[src/rtl/conv_operand_loader_if.sv]
// Stream, operand and engine-control bundle for the 3x3 convolution operand loader.
// Latency: none (wires only).
// Backpressure: in_ready is driven by the loader; the stream side holds bytes while in_ready=0.
//
// Port summary:
//   stream : in_valid, in_data[7:0], in_last, keep_filter  -> loader ; in_ready <- loader
//   tile   : a11..a44 (8 bit each, row-major)              <- loader
//   filter : b11..b33 (8 bit each, row-major)              <- loader
//   engine : active_single, frame_done, err[1:0] <- loader ; done_single, clr_err -> loader
interface conv_operand_loader_if;
    logic       in_valid;
    logic [7:0] in_data;
    logic       in_last;
    logic       keep_filter;
    logic       in_ready;

    logic [7:0] a11, a12, a13, a14;
    logic [7:0] a21, a22, a23, a24;
    logic [7:0] a31, a32, a33, a34;
    logic [7:0] a41, a42, a43, a44;

    logic [7:0] b11, b12, b13;
    logic [7:0] b21, b22, b23;
    logic [7:0] b31, b32, b33;

    logic       active_single;
    logic       done_single;
    logic       frame_done;
    logic [1:0] err;
    logic       clr_err;

    // slave: the loader itself
    modport slave (
        input  in_valid, in_data, in_last, keep_filter, done_single, clr_err,
        output in_ready, active_single, frame_done, err,
        output a11, a12, a13, a14, a21, a22, a23, a24,
        output a31, a32, a33, a34, a41, a42, a43, a44,
        output b11, b12, b13, b21, b22, b23, b31, b32, b33
    );

    // master: byte source plus convolution engine
    modport master (
        output in_valid, in_data, in_last, keep_filter, done_single, clr_err,
        input  in_ready, active_single, frame_done, err,
        input  a11, a12, a13, a14, a21, a22, a23, a24,
        input  a31, a32, a33, a34, a41, a42, a43, a44,
        input  b11, b12, b13, b21, b22, b23, b31, b32, b33
    );
endinterface

[src/rtl/conv_operand_loader.sv]
// Assembles a 3x3 filter and 4x4 activation tile from a byte stream, then holds them for the PE.
// Latency: operands valid and active_single high the cycle after the last beat; frame_done one cycle after done_single.
// Backpressure: in_ready=1 in every load/drain state (one byte per cycle), 0 while the engine runs.
//
// Ports:
//   clk          rising-edge clock
//   rst          asynchronous active-high reset (clears operands, errors and the filter-valid flag)
//   bus          conv_operand_loader_if.slave: stream in, operands out, engine handshake, sticky err
// Parameter RUN_TIMEOUT: max RUN cycles without done_single before the run is abandoned (err[1]).
module conv_operand_loader #(
    parameter int RUN_TIMEOUT = 64
) (
    input  logic                  clk,
    input  logic                  rst,
    conv_operand_loader_if.slave  bus
);

    localparam int            TW   = (RUN_TIMEOUT > 2) ? $clog2(RUN_TIMEOUT) : 1;
    localparam logic [TW-1:0] TLIM = TW'(RUN_TIMEOUT - 1);

    typedef enum logic [2:0] {
        IDLE,
        LOAD_F,
        LOAD_A,
        RUN,
        DRAIN
    } state_t;

    state_t        state;
    state_t        state_nxt;
    logic [3:0]    idx;
    logic [3:0]    idx_nxt;
    logic          filter_ok;
    logic [7:0]    a_q [16];
    logic [7:0]    b_q [9];
    logic [TW-1:0] tcnt;
    logic [1:0]    err_q;
    logic          frame_done_q;

    // Moore outputs decoded from the registered state only.
    logic          ready_int;
    logic          beat;

    // Per-cycle actions produced by the next-state logic.
    logic          wr_a;
    logic          wr_b;
    logic [3:0]    wr_idx;
    logic          set_fok;
    logic          clr_fok;
    logic          err_frm;
    logic          err_to;
    logic          done_pulse;

    assign ready_int = (state != RUN);
    assign beat      = bus.in_valid && ready_int;

    // ------------------------------------------------------------------
    // State register
    // ------------------------------------------------------------------
    always_ff @(posedge clk or posedge rst) begin
        if (rst) begin
            state <= IDLE;
            idx   <= 4'd0;
        end else begin
            state <= state_nxt;
            idx   <= idx_nxt;
        end
    end

    // ------------------------------------------------------------------
    // Next-state and action decode
    // ------------------------------------------------------------------
    always_comb begin
        state_nxt  = state;
        idx_nxt    = idx;
        wr_a       = 1'b0;
        wr_b       = 1'b0;
        wr_idx     = idx;
        set_fok    = 1'b0;
        clr_fok    = 1'b0;
        err_frm    = 1'b0;
        err_to     = 1'b0;
        done_pulse = 1'b0;

        unique case (state)
            IDLE: begin
                if (beat) begin
                    wr_idx  = 4'd0;
                    idx_nxt = 4'd1;
                    // keep_filter only counts when a complete filter is already held.
                    if (bus.keep_filter && filter_ok) begin
                        wr_a = 1'b1;
                        if (bus.in_last) begin
                            err_frm = 1'b1;
                            idx_nxt = 4'd0;
                        end else begin
                            state_nxt = LOAD_A;
                        end
                    end else begin
                        // b11 is being overwritten, so a one-byte frame leaves the filter broken.
                        wr_b = 1'b1;
                        if (bus.in_last) begin
                            err_frm = 1'b1;
                            clr_fok = 1'b1;
                            idx_nxt = 4'd0;
                        end else begin
                            state_nxt = LOAD_F;
                        end
                    end
                end
            end

            LOAD_F: begin
                if (beat) begin
                    wr_b = 1'b1;
                    if (bus.in_last) begin
                        err_frm   = 1'b1;
                        clr_fok   = 1'b1;
                        idx_nxt   = 4'd0;
                        state_nxt = IDLE;
                    end else if (idx == 4'd8) begin
                        set_fok   = 1'b1;
                        idx_nxt   = 4'd0;
                        state_nxt = LOAD_A;
                    end else begin
                        idx_nxt = idx + 4'd1;
                    end
                end
            end

            LOAD_A: begin
                if (beat) begin
                    wr_a = 1'b1;
                    if (idx == 4'd15) begin
                        idx_nxt = 4'd0;
                        if (bus.in_last) begin
                            state_nxt = RUN;
                        end else begin
                            // Frame is too long: swallow the rest up to in_last.
                            err_frm   = 1'b1;
                            state_nxt = DRAIN;
                        end
                    end else if (bus.in_last) begin
                        err_frm   = 1'b1;
                        idx_nxt   = 4'd0;
                        state_nxt = IDLE;
                    end else begin
                        idx_nxt = idx + 4'd1;
                    end
                end
            end

            RUN: begin
                if (bus.done_single) begin
                    done_pulse = 1'b1;
                    state_nxt  = IDLE;
                end else if (tcnt == TLIM) begin
                    err_to    = 1'b1;
                    state_nxt = IDLE;
                end
            end

            DRAIN: begin
                if (beat && bus.in_last) begin
                    state_nxt = IDLE;
                end
            end

            default: begin
                state_nxt = IDLE;
                idx_nxt   = 4'd0;
            end
        endcase
    end

    // ------------------------------------------------------------------
    // Operand holding registers; no write path exists in RUN because
    // wr_a/wr_b are only raised on beats, and beats need in_ready.
    // ------------------------------------------------------------------
    always_ff @(posedge clk or posedge rst) begin
        if (rst) begin
            for (int i = 0; i < 16; i++) a_q[i] <= 8'd0;
            for (int i = 0; i < 9; i++)  b_q[i] <= 8'd0;
        end else begin
            if (wr_a) a_q[wr_idx] <= bus.in_data;
            if (wr_b) b_q[wr_idx] <= bus.in_data;
        end
    end

    // ------------------------------------------------------------------
    // Filter-valid flag, run timeout, sticky errors, completion pulse
    // ------------------------------------------------------------------
    always_ff @(posedge clk or posedge rst) begin
        if (rst) begin
            filter_ok    <= 1'b0;
            tcnt         <= '0;
            err_q        <= 2'b00;
            frame_done_q <= 1'b0;
        end else begin
            if (clr_fok)      filter_ok <= 1'b0;
            else if (set_fok) filter_ok <= 1'b1;

            // Held at zero outside RUN so every run starts counting from zero.
            if (state == RUN) tcnt <= tcnt + TW'(1);
            else              tcnt <= '0;

            // A new error in the clearing cycle still lands.
            err_q <= (bus.clr_err ? 2'b00 : err_q) | {err_to, err_frm};

            frame_done_q <= done_pulse;
        end
    end

    // ------------------------------------------------------------------
    // Outputs
    // ------------------------------------------------------------------
    assign bus.in_ready      = ready_int;
    assign bus.active_single = (state == RUN);
    assign bus.frame_done    = frame_done_q;
    assign bus.err           = err_q;

    assign bus.a11 = a_q[0];
    assign bus.a12 = a_q[1];
    assign bus.a13 = a_q[2];
    assign bus.a14 = a_q[3];
    assign bus.a21 = a_q[4];
    assign bus.a22 = a_q[5];
    assign bus.a23 = a_q[6];
    assign bus.a24 = a_q[7];
    assign bus.a31 = a_q[8];
    assign bus.a32 = a_q[9];
    assign bus.a33 = a_q[10];
    assign bus.a34 = a_q[11];
    assign bus.a41 = a_q[12];
    assign bus.a42 = a_q[13];
    assign bus.a43 = a_q[14];
    assign bus.a44 = a_q[15];

    assign bus.b11 = b_q[0];
    assign bus.b12 = b_q[1];
    assign bus.b13 = b_q[2];
    assign bus.b21 = b_q[3];
    assign bus.b22 = b_q[4];
    assign bus.b23 = b_q[5];
    assign bus.b31 = b_q[6];
    assign bus.b32 = b_q[7];
    assign bus.b33 = b_q[8];

endmodule

[src/flat_wrapper.sv]
// flat-port wrapper written by rule: the top's interface ports become plain ports
module conv_operand_loader_flat 
#(
    parameter int RUN_TIMEOUT = 64
)
  (clk, rst, bus_in_valid, bus_in_data, bus_in_last, bus_keep_filter, bus_done_single, bus_clr_err, bus_in_ready, bus_active_single, bus_frame_done, bus_err, bus_a11, bus_a12, bus_a13, bus_a14, bus_a21, bus_a22, bus_a23, bus_a24, bus_a31, bus_a32, bus_a33, bus_a34, bus_a41, bus_a42, bus_a43, bus_a44, bus_b11, bus_b12, bus_b13, bus_b21, bus_b22, bus_b23, bus_b31, bus_b32, bus_b33);
  conv_operand_loader_if bus_i ();
  input  logic clk;
  input  logic rst;
  input wire logic [$bits(bus_i.in_valid)-1:0] bus_in_valid;
  input wire logic [$bits(bus_i.in_data)-1:0] bus_in_data;
  input wire logic [$bits(bus_i.in_last)-1:0] bus_in_last;
  input wire logic [$bits(bus_i.keep_filter)-1:0] bus_keep_filter;
  input wire logic [$bits(bus_i.done_single)-1:0] bus_done_single;
  input wire logic [$bits(bus_i.clr_err)-1:0] bus_clr_err;
  output wire logic [$bits(bus_i.in_ready)-1:0] bus_in_ready;
  output wire logic [$bits(bus_i.active_single)-1:0] bus_active_single;
  output wire logic [$bits(bus_i.frame_done)-1:0] bus_frame_done;
  output wire logic [$bits(bus_i.err)-1:0] bus_err;
  output wire logic [$bits(bus_i.a11)-1:0] bus_a11;
  output wire logic [$bits(bus_i.a12)-1:0] bus_a12;
  output wire logic [$bits(bus_i.a13)-1:0] bus_a13;
  output wire logic [$bits(bus_i.a14)-1:0] bus_a14;
  output wire logic [$bits(bus_i.a21)-1:0] bus_a21;
  output wire logic [$bits(bus_i.a22)-1:0] bus_a22;
  output wire logic [$bits(bus_i.a23)-1:0] bus_a23;
  output wire logic [$bits(bus_i.a24)-1:0] bus_a24;
  output wire logic [$bits(bus_i.a31)-1:0] bus_a31;
  output wire logic [$bits(bus_i.a32)-1:0] bus_a32;
  output wire logic [$bits(bus_i.a33)-1:0] bus_a33;
  output wire logic [$bits(bus_i.a34)-1:0] bus_a34;
  output wire logic [$bits(bus_i.a41)-1:0] bus_a41;
  output wire logic [$bits(bus_i.a42)-1:0] bus_a42;
  output wire logic [$bits(bus_i.a43)-1:0] bus_a43;
  output wire logic [$bits(bus_i.a44)-1:0] bus_a44;
  output wire logic [$bits(bus_i.b11)-1:0] bus_b11;
  output wire logic [$bits(bus_i.b12)-1:0] bus_b12;
  output wire logic [$bits(bus_i.b13)-1:0] bus_b13;
  output wire logic [$bits(bus_i.b21)-1:0] bus_b21;
  output wire logic [$bits(bus_i.b22)-1:0] bus_b22;
  output wire logic [$bits(bus_i.b23)-1:0] bus_b23;
  output wire logic [$bits(bus_i.b31)-1:0] bus_b31;
  output wire logic [$bits(bus_i.b32)-1:0] bus_b32;
  output wire logic [$bits(bus_i.b33)-1:0] bus_b33;
  assign bus_i.in_valid = bus_in_valid;
  assign bus_i.in_data = bus_in_data;
  assign bus_i.in_last = bus_in_last;
  assign bus_i.keep_filter = bus_keep_filter;
  assign bus_i.done_single = bus_done_single;
  assign bus_i.clr_err = bus_clr_err;
  assign bus_in_ready = bus_i.in_ready;
  assign bus_active_single = bus_i.active_single;
  assign bus_frame_done = bus_i.frame_done;
  assign bus_err = bus_i.err;
  assign bus_a11 = bus_i.a11;
  assign bus_a12 = bus_i.a12;
  assign bus_a13 = bus_i.a13;
  assign bus_a14 = bus_i.a14;
  assign bus_a21 = bus_i.a21;
  assign bus_a22 = bus_i.a22;
  assign bus_a23 = bus_i.a23;
  assign bus_a24 = bus_i.a24;
  assign bus_a31 = bus_i.a31;
  assign bus_a32 = bus_i.a32;
  assign bus_a33 = bus_i.a33;
  assign bus_a34 = bus_i.a34;
  assign bus_a41 = bus_i.a41;
  assign bus_a42 = bus_i.a42;
  assign bus_a43 = bus_i.a43;
  assign bus_a44 = bus_i.a44;
  assign bus_b11 = bus_i.b11;
  assign bus_b12 = bus_i.b12;
  assign bus_b13 = bus_i.b13;
  assign bus_b21 = bus_i.b21;
  assign bus_b22 = bus_i.b22;
  assign bus_b23 = bus_i.b23;
  assign bus_b31 = bus_i.b31;
  assign bus_b32 = bus_i.b32;
  assign bus_b33 = bus_i.b33;
  conv_operand_loader #(.RUN_TIMEOUT(RUN_TIMEOUT)) u_core (.clk(clk), .rst(rst), .bus(bus_i));
endmodule
[config.mk]
export PLATFORM = sky130hd
export DESIGN_NAME = conv_operand_loader_flat
export DESIGN_NICKNAME = d
export VERILOG_FILES = /design/src/rtl/conv_operand_loader_if.sv /design/src/rtl/conv_operand_loader.sv /design/src/flat_wrapper.sv
export SDC_FILE = /design/constraint.sdc
export NUM_CORES = 1
export LEC_CHECK = 0
export CORE_ASPECT_RATIO = 1.25
export CORE_MARGIN = 10
export CORE_UTILIZATION = 46
export CTS_BUF_LIST = sky130_fd_sc_hd__clkbuf_8
export DETAILED_ROUTE_END_ITERATION = 6
export PLACE_DENSITY = 0.91
export SLEW_MARGIN = 20
export SYNTH_ARGS = -nofsm -noshare
export SYNTH_HDL_FRONTEND = slang
export SYNTH_SLANG_ARGS = --single-unit
export TNS_END_PERCENT = 20
[constraint.sdc]
create_clock -name clk -period 7.25 [get_ports clk]
set_input_delay 1.45 -clock clk [delete_from_list [all_inputs] [get_ports clk]]
set_output_delay 1.45 -clock clk [all_outputs]
set_load 0.03 [all_outputs]
==> reports/results.txt, run 1 <==
FF-to-FF Start -> u_core.state[0]$_DFFE_PP0P_
Total track usage -> 0.193
CTS sink cnt -> 217
Post-synth ARST share -> 1.00
Max Cap Viol -> 0
Antenna Violating Nets Remaining -> 0
Die span in x -> 144 microns
I/O Pins -> 220
Clock transition at path regs -> 0.06 ns
Psw -> 1.43 mW
Max stage delay on crit path -> 0.88 ns
Vias in the first global route -> 6156
Dpl hpwl -> 16700 microns
Initial DRC Count -> 204
FF/Latch Area -> 5430 sq um
Switching share of power -> 0.355
Setup crit start -> u_core.state[0]$_DFFE_PP0P_
Gate power share -> 0.343
DIE AREA -> 25000 sq um
CTS Buf Count -> 35
First-pass GRT wire length -> 37300 microns
Max_slew headroom -> 0.297
Minimum clock period -> 4.18 ns
Syn_nets -> 605
R2R setup slack -> 4.54 ns
Power Density -> 341 nW/um^2
# nets final -> 833
CP max stage cell -> dfrtp_1
Max VDD drop -> 0.269 mV
Setup_tns -> 0 ns
Routability cong. -> 0.871
Ys flop type -> dfrtp_1
Drt pass-1 iters -> 6
IO buf count -> 219
Share of layout cells above drive strength 1 -> 0.330
Footprint of the multi-input gates -> 3140 sq um
Hold_ws -> 0.483 ns
Commonest non-fill, non-tap cell in the layout -> dfrtp_1
Slew Limit Fails -> 0
Setup CP Type -> reg -> out
Worst slew pin tran -> 1.05 ns
CTS tree -> built
Register-to-Register Path Depth -> 4
Critical path startpoint category -> register
Crit-path max FO -> 23
Total core area -> 18800 sq um
Post-CTS sizing -> 0
Sequential area share after synthesis -> 0.619
Fillers -> 1405
Total congestion overflow -> 0
Ant diodes -> 0
Yosys reg bits -> 217
P_int -> 2.60 mW
Clock share of power -> 0.261
Crit-path cells -> nand3b_1 > inv_1 > clkdlybuf4s50_1
Layout Skew -> 0.0177 ns
Row count -> 56
RSZ-0062 raised after global routing -> no
Max Root-Sink Buffers -> 3
CTS H-tree lvls -> 2
Initial Util -> 0.467
CP endpoint kind -> output pin
Upper clock frequency limit -> 239 MHz
Vias per inst -> 5.28
Leakage Power -> 5.50 nW
Yosys warning count -> 0
Largest net degree at the start of global routing -> 120
Final hold viol count -> 0
WL/cell -> 22.6 microns
Mean Syn Cell Area -> 14.9 sq um
Most frequent cells in the layout -> dfrtp_1, clkdlybuf4s50_1, mux2_2, clkbuf_8, inv_1
CTS hold repair buffers -> 0
Worst-Skew Late Latency -> 0.52 ns
Hold Path Class -> reg -> reg
Root buffer cell -> clkbuf_8
Area grow syn2layout -> 35.1%
Routed wire length -> 24200 microns
CP arrival -> 2.73 ns
Final core utilization -> 0.631
Post-Syn Area -> 8770 sq um
DR DRC count -> 0
Die H -> 174 microns
Post-synth EDFFs -> 0
Hold path start -> u_core.tcnt[0]$_DFF_PP0_
Initial antenna violation count -> 0
Netlist cell types -> 57
Post-CTS Setup Bufs -> 0
Final worst-path cycle share -> 0.577
Hold depth -> 1
Critical Path RT -> 5.80 ns
Total power -> 4.04 mW
Final setup violation count -> 0
Via count -> 5664
Seq pwr share -> 0.396
Syn Inst Count -> 587
Run status -> finished, final reports clean
==> final cells by class <==
type,instances,area share
repair buffers,225,0.189
multi-input cells,323,0.265
flip-flops and latches,217,0.458
clock buffers,43,0.0499
well taps,232,0.0245
clock inverters,19,0.00971
inverters,13,0.00443
==> per-stage QoR <==
stage / std cells / cell area (sq um) / worst slack, ns
detailed placement: 1010 / 11200 / 3.14
global placement: 1010 / 11200 / 3.17
finish: 1072 / 11900 / 3.07
global route: 1072 / 11900 / 2.90
floorplan: 587 / 8780 / 2.97
CTS: 1072 / 11900 / 3.07
==> final timing paths <==
path / to
worst min-delay path: u_core.tcnt[0]$_DFF_PP0_
worst max register to register: u_core.bus.a11[3]$_DFFE_PP0P_
worst max-delay path: bus_active_single
min in group asynchronous: u_core.bus.a14[4]$_DFFE_PP0P_
max in group asynchronous: u_core.bus.a34[0]$_DFFE_PP0P_
worst min register to register: u_core.tcnt[0]$_DFF_PP0_
==> cells by family (layout without fill, tap and decap cells) <==
kind of cell               after synthesis  after routing  synth area share
muxes                                  200            200             0.257
adders and majority gates                3              3           0.00428
and+or+nand+nor                         85             85            0.0667
AOI/OAI and AO/OA                       30             30            0.0248
DFF                                    217            217             0.619
buffers and inverters                   47            300            0.0237
xor gates and xnor gates                 5              5           0.00499
==> synthesized netlist by cell type, types with 4 or more instances <==
master	n	area share
nand2_1	7	0.0030
buf_2	9	0.0051
nand3_1	12	0.0068
mux2_2	191	0.25
a21oi_1	7	0.0040
nand2_2	5	0.0036
and2_1	5	0.0036
nor2_2	4	0.0029
inv_1	13	0.0056
nor3_1	6	0.0034
dfrtp_1	217	0.62
o21ai_0	4	0.0023
nor2_1	13	0.0056
clkbuf_1	18	0.0077
mux2_1	9	0.012
buf_4	5	0.0043
==> power groups by stage <==
stage | registers, mW | clock network, mW | logic, mW
final | 1.60 | 1.05 | 1.39
after global routing | 1.63 | 1.13 | 1.46
after CTS | 1.60 | 1.08 | 1.41
after detailed placement | 1.62 | 0 | 1.40
after global placement | 1.60 | 0 | 1.38
after floorplan | 1.98 | 0 | 0.441
==> worst max-delay path, delay by kind of cell (launching register included) <==
family | cells | cell delay (ns)
buffers and inverters | 2 | 0.91
flip-flops | 1 | 0.88
AND/OR/NAND/NOR | 1 | 0.42
==> layer usage <==
| metal | wire length, microns | track usage | vias to the layer above |
|---|---|---|---|
| met2 | 12300 | 0.327 | 181 |
| met4 | 542 | 0.0558 | 0 |
| met3 | 2050 | 0.0739 | 39 |
| met5 | 0 | 0 | - |
| met1 | 9340 | 0.220 | 2902 |
| li1 | - | - | 2542 |
No activity file was read; power rests on OpenSTA's default activity.
==> inputs of run 2 (changes only) <==
clock period = 3.8 ns   (was 7.25 ns; I/O delays follow)
==> reports/results.txt, run 2 (synthesized netlist as in run 1, its figures left out) <==
Initial DRC Count -> 266 (+30%)
Total track usage -> 0.196 (+0.00308)
Register-to-Register Path Depth -> 4 (unchanged)
Total core area -> 18800 sq um (unchanged)
CP endpoint kind -> output pin
RSZ-0062 raised after global routing -> no
Critical Path RT -> 3.04 ns (-2.76 ns)
Die H -> 174 microns (unchanged)
Minimum clock period -> 3.34 ns
Clock share of power -> 0.250 (-0.011)
Final setup violation count -> 0 (unchanged)
Post-CTS Setup Bufs -> 0 (unchanged)
CTS tree -> built
I/O Pins -> 220 (unchanged)
DR DRC count -> 0 (unchanged)
Largest net degree at the start of global routing -> 123 (+2.5%)
CTS Buf Count -> 35 (unchanged)
Dpl hpwl -> 16600 microns (-0.63%)
Via count -> 5728 (+1.1%)
Power Density -> 644 nW/um^2 (+89%)
Clock transition at path regs -> 0.06 ns (about the same)
Crit-path max FO -> 16 (-30%)
CP max stage cell -> dfrtp_1
Slew Limit Fails -> 0 (unchanged)
Total congestion overflow -> 0 (unchanged)
Final hold viol count -> 0 (unchanged)
Switching share of power -> 0.359 (+0.00353)
DIE AREA -> 25000 sq um (unchanged)
Routed wire length -> 24500 microns (+0.88%)
FF-to-FF Start -> u_core.state[1]$_DFFE_PP0P_
Initial antenna violation count -> 0 (unchanged)
Max_slew headroom -> 0.258 (-0.0383)
Share of layout cells above drive strength 1 -> 0.328 (-0.00199)
Hold EP -> u_core.tcnt[0]$_DFF_PP0_
Crit-path cells -> nand3b_1 > inv_1 > clkdlybuf4s50_1
Layout Skew -> 0.0280 ns (+0.0104 ns)
Die span in x -> 144 microns (unchanged)
P_int -> 4.90 mW (+88%)
Hold Path Class -> reg -> reg
CTS H-tree lvls -> 2 (unchanged)
Row count -> 56 (unchanged)
Upper clock frequency limit -> 299 MHz
Root buffer cell -> clkbuf_8
WL/cell -> 22.8 microns (+0.98%)
Commonest non-fill, non-tap cell in the layout -> clkdlybuf4s50_1
Setup_tns -> 0 ns (unchanged)
Vias per inst -> 5.35 (+1.2%)
CTS hold repair buffers -> 0 (unchanged)
Drt pass-1 iters -> 4 (-2)
Vias in the first global route -> 6314 (+2.6%)
CP arrival -> 2.58 ns (-0.15 ns)
Worst-Skew Late Latency -> 0.54 ns (+0.02 ns)
# nets final -> 837 (+0.48%)
Run status -> finished, final reports clean
Initial Util -> 0.467 (unchanged)
First-pass GRT wire length -> 37900 microns (+1.6%)
Hold depth -> 1 (unchanged)
Max VDD drop -> 0.504 mV (+88%)
CTS sink cnt -> 217 (unchanged)
Post-CTS sizing -> 0 (unchanged)
Worst slew pin tran -> 1.11 ns (+0.0573 ns)
Psw -> 2.74 mW (+91%)
R2R setup slack -> 1.49 ns (-3.05 ns)
Max Root-Sink Buffers -> 3 (unchanged)
Antenna Violating Nets Remaining -> 0 (unchanged)
Final setup margin -> 0.459 ns (-2.61 ns)
Final core utilization -> 0.631 (unchanged)
Area grow syn2layout -> 35.1% (unchanged)
Max stage delay on crit path -> 0.75 ns (-0.13 ns)
Critical path startpoint category -> register
Leakage Power -> 5.50 nW (about the same)
Hold path start -> u_core.tcnt[0]$_DFF_PP0_
Routability cong. -> 0.849 (-2.5%)
Seq pwr share -> 0.395 (about the same)
Setup CP Type -> reg -> out
Max Cap Viol -> 0 (unchanged)
RR Endpoint -> u_core.bus.a34[3]$_DFFE_PP0P_
IO buf count -> 219 (unchanged)
Ant diodes -> 0 (unchanged)
DP Worst Slack -> 0.637 ns (-2.50 ns)
Final worst-path cycle share -> 0.879
Gate power share -> 0.355 (+0.012)
Most frequent cells in the layout -> clkdlybuf4s50_1, dfrtp_1, mux2_2, clkbuf_8, inv_1
-- run 2: cell types whose count changed in the layout (fill, tap and decap cells not counted), moves of 2 or more --
cell,delta
buf_2,-2
clkinv_2,-2
clkdlybuf4s50_1,+2
clkinvlp_4,-2
buf_4,+3
-- run 2: final cells by class --
| type | count | area (sq um) |
|---|---|---|
| repair buffers | 229 | 2290 |
| fillers | 1368 | 6930 |
| well taps | 232 | 290 |
| multi-input cells | 323 | 3140 |
| clock buffers | 42 | 578 |
| inverters | 13 | 52.6 |
| flip-flops and latches | 217 | 5430 |
| clock inverters | 15 | 76.3 |
-- run 2: critical path: cells and delay by family, from the launching register on --
kind	cells	cell delay, ns
buf+inv	2	0.89
simple gates	1	0.42
flops	1	0.75
-- run 2: worst max-delay path by stage --
stage	startpoint	end	slack [ns]	depth (start not counted)
after CTS	u_core.state[1]$_DFFE_PP0P_	bus_active_single	0.45	3
after global placement	bus_in_valid	u_core.bus.a34[4]$_DFFE_PP0P_	0.70	5
final	u_core.state[1]$_DFFE_PP0P_	bus_active_single	0.46	3
after floorplan	rst	u_core.bus.a11[0]$_DFFE_PP0P_	0.21	1
after detailed placement	bus_in_valid	u_core.bus.a34[3]$_DFFE_PP0P_	0.64	5
after global routing	u_core.state[1]$_DFFE_PP0P_	bus_active_single	0.29	3
-- run 2: per-stage QoR --
stage                     std cells  area, sq um  total power, mW  hold WS [ns]
after floorplan                 587         8780             4.63         0.448
after global placement         1014        11200             5.71         0.462
after detailed placement       1014        11200             5.78         0.474
after CTS                      1071        11900             7.72         0.482
after global routing           1071        11900             8.01         0.506
final                          1071        11900             7.64         0.481
-- run 2: routing by layer --
metal,track usage,part of all wire,vias up
met2,0.334,0.51,202
li1,-,-,2540
met3,0.0747,0.092,33
met5,0,0,-
met4,0.0567,0.019,0
met1,0.221,0.38,2953
-- run 2: power groups by stage --
stage	Combinational [mW]	Clock, mW	Sequential, mW
CTS	2.75	1.96	3.02
floorplan	0.841	0	3.79
global route	2.86	2.07	3.08
global placement	2.69	0	3.02
finish	2.71	1.91	3.02
detailed placement	2.73	0	3.05
==> inputs of run 3 (changes only) <==
CAP_MARGIN = 40   (was not set)
==> reports/results.txt, run 3 (synthesized netlist as in run 1, its figures left out) <==
RSZ-0062 raised after global routing -> no
IO buf count -> 219 (unchanged)
Vias in the first global route -> 6245 (-1.1%)
Total power -> 8.01 mW (+4.9%)
Run status -> finished, final reports clean
Minimum clock period -> 3.37 ns (+0.0333 ns)
Post-CTS Setup Bufs -> 0 (unchanged)
Worst-Skew Late Latency -> 0.53 ns (about the same)
CP arrival -> 2.61 ns (+0.03 ns)
DR DRC count -> 0 (unchanged)
Leakage Power -> 5.59 nW (+1.6%)
CTS sink cnt -> 217 (unchanged)
Most frequent cells in the layout -> clkdlybuf4s50_1, dfrtp_1, mux2_2, clkbuf_8, inv_1
Crit-path cells -> nand3b_1 > inv_1 > clkdlybuf4s50_1
Share of layout cells above drive strength 1 -> 0.338 (+0.00989)
Worst slew pin tran -> 0.718 ns (-0.391 ns)
Max_slew headroom -> 0.520 (+0.261)
Total core area -> 18800 sq um (unchanged)
Vias per inst -> 5.39 (+0.77%)
Max Root-Sink Buffers -> 3 (unchanged)
Clock share of power -> 0.283 (+0.033)
Placed Instance Area -> 11200 sq um (+0.40%)
Seq pwr share -> 0.377 (-0.018)
Hold path start -> u_core.tcnt[0]$_DFF_PP0_
Max Cap Viol -> 0 (unchanged)
Largest net degree at the start of global routing -> 123 (unchanged)
Setup crit start -> u_core.state[1]$_DFFE_PP0P_
Routed wire length -> 24400 microns (-0.22%)
DIE AREA -> 25000 sq um (unchanged)
Upper clock frequency limit -> 296 MHz (-0.99%)
Antenna Violating Nets Remaining -> 0 (unchanged)
First-pass GRT wire length -> 37700 microns (-0.36%)
Ant diodes -> 0 (unchanged)
Clock transition at path regs -> 0.06 ns (about the same)
Fillers -> 1353 (-1.1%)
Drt pass-1 iters -> 4 (unchanged)
CTS Buf Count -> 35 (unchanged)
Switching share of power -> 0.344 (-0.0146)
Routability cong. -> 0.849 (unchanged)
Critical Path RT -> 3.04 ns (about the same)
Hold Path Class -> reg -> reg
Final setup margin -> 0.426 ns (-0.0333 ns)
Slew Limit Fails -> 0 (unchanged)
Critical path startpoint category -> register
Initial Util -> 0.467 (unchanged)
CTS tree -> built
Setup CP Type -> reg -> out
Hold_ws -> 0.481 ns (-0.00000900 ns)
Max VDD drop -> 0.536 mV (+6.2%)
Root buffer cell -> clkbuf_8
Die H -> 174 microns (unchanged)
Psw -> 2.76 mW (+0.59%)
Row count -> 56 (unchanged)
DP Worst Slack -> 0.647 ns (+0.00957 ns)
Crit-path max FO -> 16 (unchanged)
Final setup violation count -> 0 (unchanged)
R2R setup slack -> 1.48 ns (about the same)
Die span in x -> 144 microns (unchanged)
I/O Pins -> 220 (unchanged)
Final worst-path cycle share -> 0.888 (+0.00877)
P_int -> 5.25 mW (+7.2%)
Dpl hpwl -> 16900 microns (+1.6%)
Post-CTS sizing -> 0 (unchanged)
Delay-heaviest family, CP -> buffers and inverters
Initial DRC Count -> 227 (-15%)
FF-to-FF Start -> u_core.state[1]$_DFFE_PP0P_
Via count -> 5815 (+1.5%)
CTS hold repair buffers -> 0 (unchanged)
Final hold viol count -> 0 (unchanged)
Gate power share -> 0.340 (-0.015)
CP max stage cell -> dfrtp_1
Total track usage -> 0.195 (-0.00116)
Initial antenna violation count -> 0 (unchanged)
CP endpoint kind -> output pin
WL/cell -> 22.6 microns (-0.96%)
Area grow syn2layout -> 37.5%
Setup_tns -> 0 ns (unchanged)
Total congestion overflow -> 0 (unchanged)
CTS H-tree lvls -> 2 (unchanged)
Max stage delay on crit path -> 0.75 ns (about the same)
Power Density -> 664 nW/um^2 (+3.0%)
Fin area -> 12100 sq um (+1.8%)
Commonest non-fill, non-tap cell in the layout -> clkdlybuf4s50_1
# nets final -> 840 (+0.36%)
Layout Skew -> 0.0293 ns (+0.00129 ns)
Buf+Inv Stages, Crit Path -> 2 (unchanged)
-- run 3: routing by layer --
metal / global-route usage / part of all wire / up-vias
met1: 0.224 / 0.39 / 3023
met3: 0.0755 / 0.088 / 38
met5: 0 / 0 / -
met2: 0.329 / 0.51 / 200
met4: 0.0529 / 0.020 / 0
li1: - / - / 2554
-- run 3: worst paths after layout --
check | depth (start not counted) | to
max | 3 | bus_active_single
max in group asynchronous | 3 | u_core.bus.a22[0]$_DFFE_PP0P_
min | 1 | u_core.tcnt[0]$_DFF_PP0_
min in group asynchronous | 3 | u_core.bus.a14[2]$_DFFE_PP0P_
min reg2reg | 1 | u_core.tcnt[0]$_DFF_PP0_
max reg2reg | 4 | u_core.bus.a21[4]$_DFFE_PP0P_
-- run 3: metrics by stage --
| step | std cells | util |
|---|---|---|
| after global routing | 1079 | 0.642 |
| after global placement | 1014 | 0.597 |
| final | 1079 | 0.642 |
| after detailed placement | 1017 | 0.599 |
| after floorplan | 587 | - |
| after CTS | 1079 | 0.642 |
-- run 3: layout make-up --
cell class	instances	area, sq um	area share
Clock buffer	49	674	0.0559
Clock inverter	13	143	0.0118
Inverter	13	52.6	0.00436
Multi-Input combinational cell	323	3140	0.260
Sequential cell	217	5430	0.450
Tap cell	232	290	0.0241
Timing Repair Buffer	232	2340	0.194
-- run 3: worst register-to-register path, stage by stage (launching register included) --
cell and delay [ns]:
dfrtp_1 0.75, inv_1 0.24, nor4_4 0.44, and2_1 0.41
mux2_2 0.38
-- run 3: power by group through the flow --
stage	Clock [mW]	Combinational (mW)	Sequential (mW)
after detailed placement	0	2.74	3.05
after floorplan	0	0.841	3.79
final	2.27	2.72	3.02
after global routing	2.42	2.86	3.07
after global placement	0	2.69	3.02
after CTS	2.32	2.76	3.01
==> RTL change (flow settings as in run 1) <==
`RUN_TIMEOUT` is set to 64 in 2 places; all go to 128.
--- a/src/rtl/conv_operand_loader.sv
+++ b/src/rtl/conv_operand_loader.sv
@@ -8,7 +8,7 @@
 //   bus          conv_operand_loader_if.slave: stream in, operands out, engine handshake, sticky err
 // Parameter RUN_TIMEOUT: max RUN cycles without done_single before the run is abandoned (err[1]).
 module conv_operand_loader #(
-    parameter int RUN_TIMEOUT = 64
+    parameter int RUN_TIMEOUT = 128
 ) (
     input  logic                  clk,
     input  logic                  rst,
--- a/src/flat_wrapper.sv
+++ b/src/flat_wrapper.sv
@@ -1,7 +1,7 @@
 // flat-port wrapper written by rule: the top's interface ports become plain ports
 module conv_operand_loader_flat 
 #(
-    parameter int RUN_TIMEOUT = 64
+    parameter int RUN_TIMEOUT = 128
 )
   (clk, rst, bus_in_valid, bus_in_data, bus_in_last, bus_keep_filter, bus_done_single, bus_clr_err, bus_in_ready, bus_active_single, bus_frame_done, bus_err, bus_a11, bus_a12, bus_a13, bus_a14, bus_a21, bus_a22, bus_a23, bus_a24, bus_a31, bus_a32, bus_a33, bus_a34, bus_a41, bus_a42, bus_a43, bus_a44, bus_b11, bus_b12, bus_b13, bus_b21, bus_b22, bus_b23, bus_b31, bus_b32, bus_b33);
   conv_operand_loader_if bus_i ();
Function: same outputs for any inputs over 4 cycles, from zero or initial values and one cycle with rst high; that may be too few to reach the edited logic, so the function may still have changed.
==> RTL change against run 1 <==
Sequential share of layout area grew 0.14 points. Setup slack gained 0.15 ns. Combinational power shrank 14%. Routed wire length grew 0.91%. Total power shrank 6.3%. Area after synthesis shrank 0.23%. Final area grew 0.15%. Sequential cell count grew 1. Largest power group unchanged.
==> RTL change: results (changes against run 1) <==
[run_status]
outcome = completed

[place]
pre_cts_ws_ns = 3.20  ; +0.0659 ns
finalWeightedCongestion = 0.911  ; +4.6%

[global_route]
first_global_vias = 6355  ; +3.2%
grt_antenna_before_repair = 1  ; +1
grt_usage = 0.194  ; +0.00125

[timing]
max_slew.worst_pin.slew_ns = 0.971  ; -0.0804 ns
finClkSkew_ns = 0.0192  ; +0.00158 ns

[finish]
inv_count = 12  ; -1
seq_area_sq_um = 5460  ; +0.46%
final_net_count = 848  ; +1.8%
final.signal_buffer_count = 229  ; +1.8%
antenna-diode-count = 1  ; +1
multi_input_cells = 334  ; +3.4%
fraction_of_standard_cell_area_in_multi_input_logic = 0.262  ; -0.00260
clock_cell_area_share = 0.0589  ; -0.000720
buffer_area_frac = 0.191  ; +0.00204

[setup_path]
worst_path_max_delay_cell = sky130_fd_sc_hd__clkdlybuf4s50_1
timing.critical_path.fanout_max = 17  ; -26%

[power]
combinationalPowerShare = 0.314  ; -0.029
power_switching_share = 0.342  ; -0.0128
vdd.ir_drop.worst_uv = 169  ; -37%
leakagePower_uw = 0.00548  ; -0.32%

[synthesis]
synthDistinctLibCells = 48  ; -16%
synth_fp_nets = 615  ; +1.7%
synth_sequential_area_ratio = 0.623  ; +0.00427
cells_taking_the_most_area_after_synthesis = sky130_fd_sc_hd__dfrtp_1 (62%), sky130_fd_sc_hd__mux2_2 (26%), sky130_fd_sc_hd__clkbuf_1 (0.99%)

[clocking]
cts_sinks = 218  ; +0.46%

RTL change: cell types whose count changed after synthesis, sizes merged, moves of 3 or more:
cell    before  now
a21oi        7    4
nand2       12   19
o21ai        5    8
clkbuf      19   23
buf         15   10
and4         1    4
RTL change: per-layer routing:
| metal | GRT usage | wire [um] |
|---|---|---|
| met5 | 0 | 0 |
| met4 | 0.0524 | 431 |
| met3 | 0.0873 | 2620 |
| met2 | 0.326 | 12200 |
| met1 | 0.217 | 9240 |
RTL change: through the flow:
stage	instances	utilization	power, uW	cell area, sq um	hold slack (ns)
final	1086	0.634	3780	11900	0.459
after global routing	1085	0.634	3950	11900	0.494
after CTS	1085	0.635	3820	11900	0.465
after detailed placement	1025	0.597	2770	11200	0.457
after global placement	1025	0.597	2740	11200	0.446
after floorplan	597	-	2250	8760	0.433
RTL change: logic make-up after synthesis:
kind of cell | Yosys count | synth area share
multiplexers | 202 | 0.260
AND/OR/NAND/NOR | 93 | 0.0627
AO/OA/AOI/OAI | 31 | 0.0234
buffers and inverters | 45 | 0.0216
XOR/XNOR | 5 | 0.00500
adder cells (fa/ha/maj) | 3 | 0.00429
flip-flops | 218 | 0.623
RTL change: final timing paths:
path / from / endpoint / slack (ns) / cells after the start
max: u_core.state[1] / bus_active_single / 3.22 / 3
min: u_core.tcnt[0] / u_core.tcnt[0] / 0.46 / 1
max reg2reg: u_core.state[0] / u_core.bus.a21[5] / 4.72 / 4
min reg2reg: u_core.tcnt[0] / u_core.tcnt[0] / 0.46 / 1
max in group asynchronous: rst / u_core.bus.a12[0] / 4.34 / 3
min in group asynchronous: rst / u_core.bus.a32[4] / 1.45 / 2
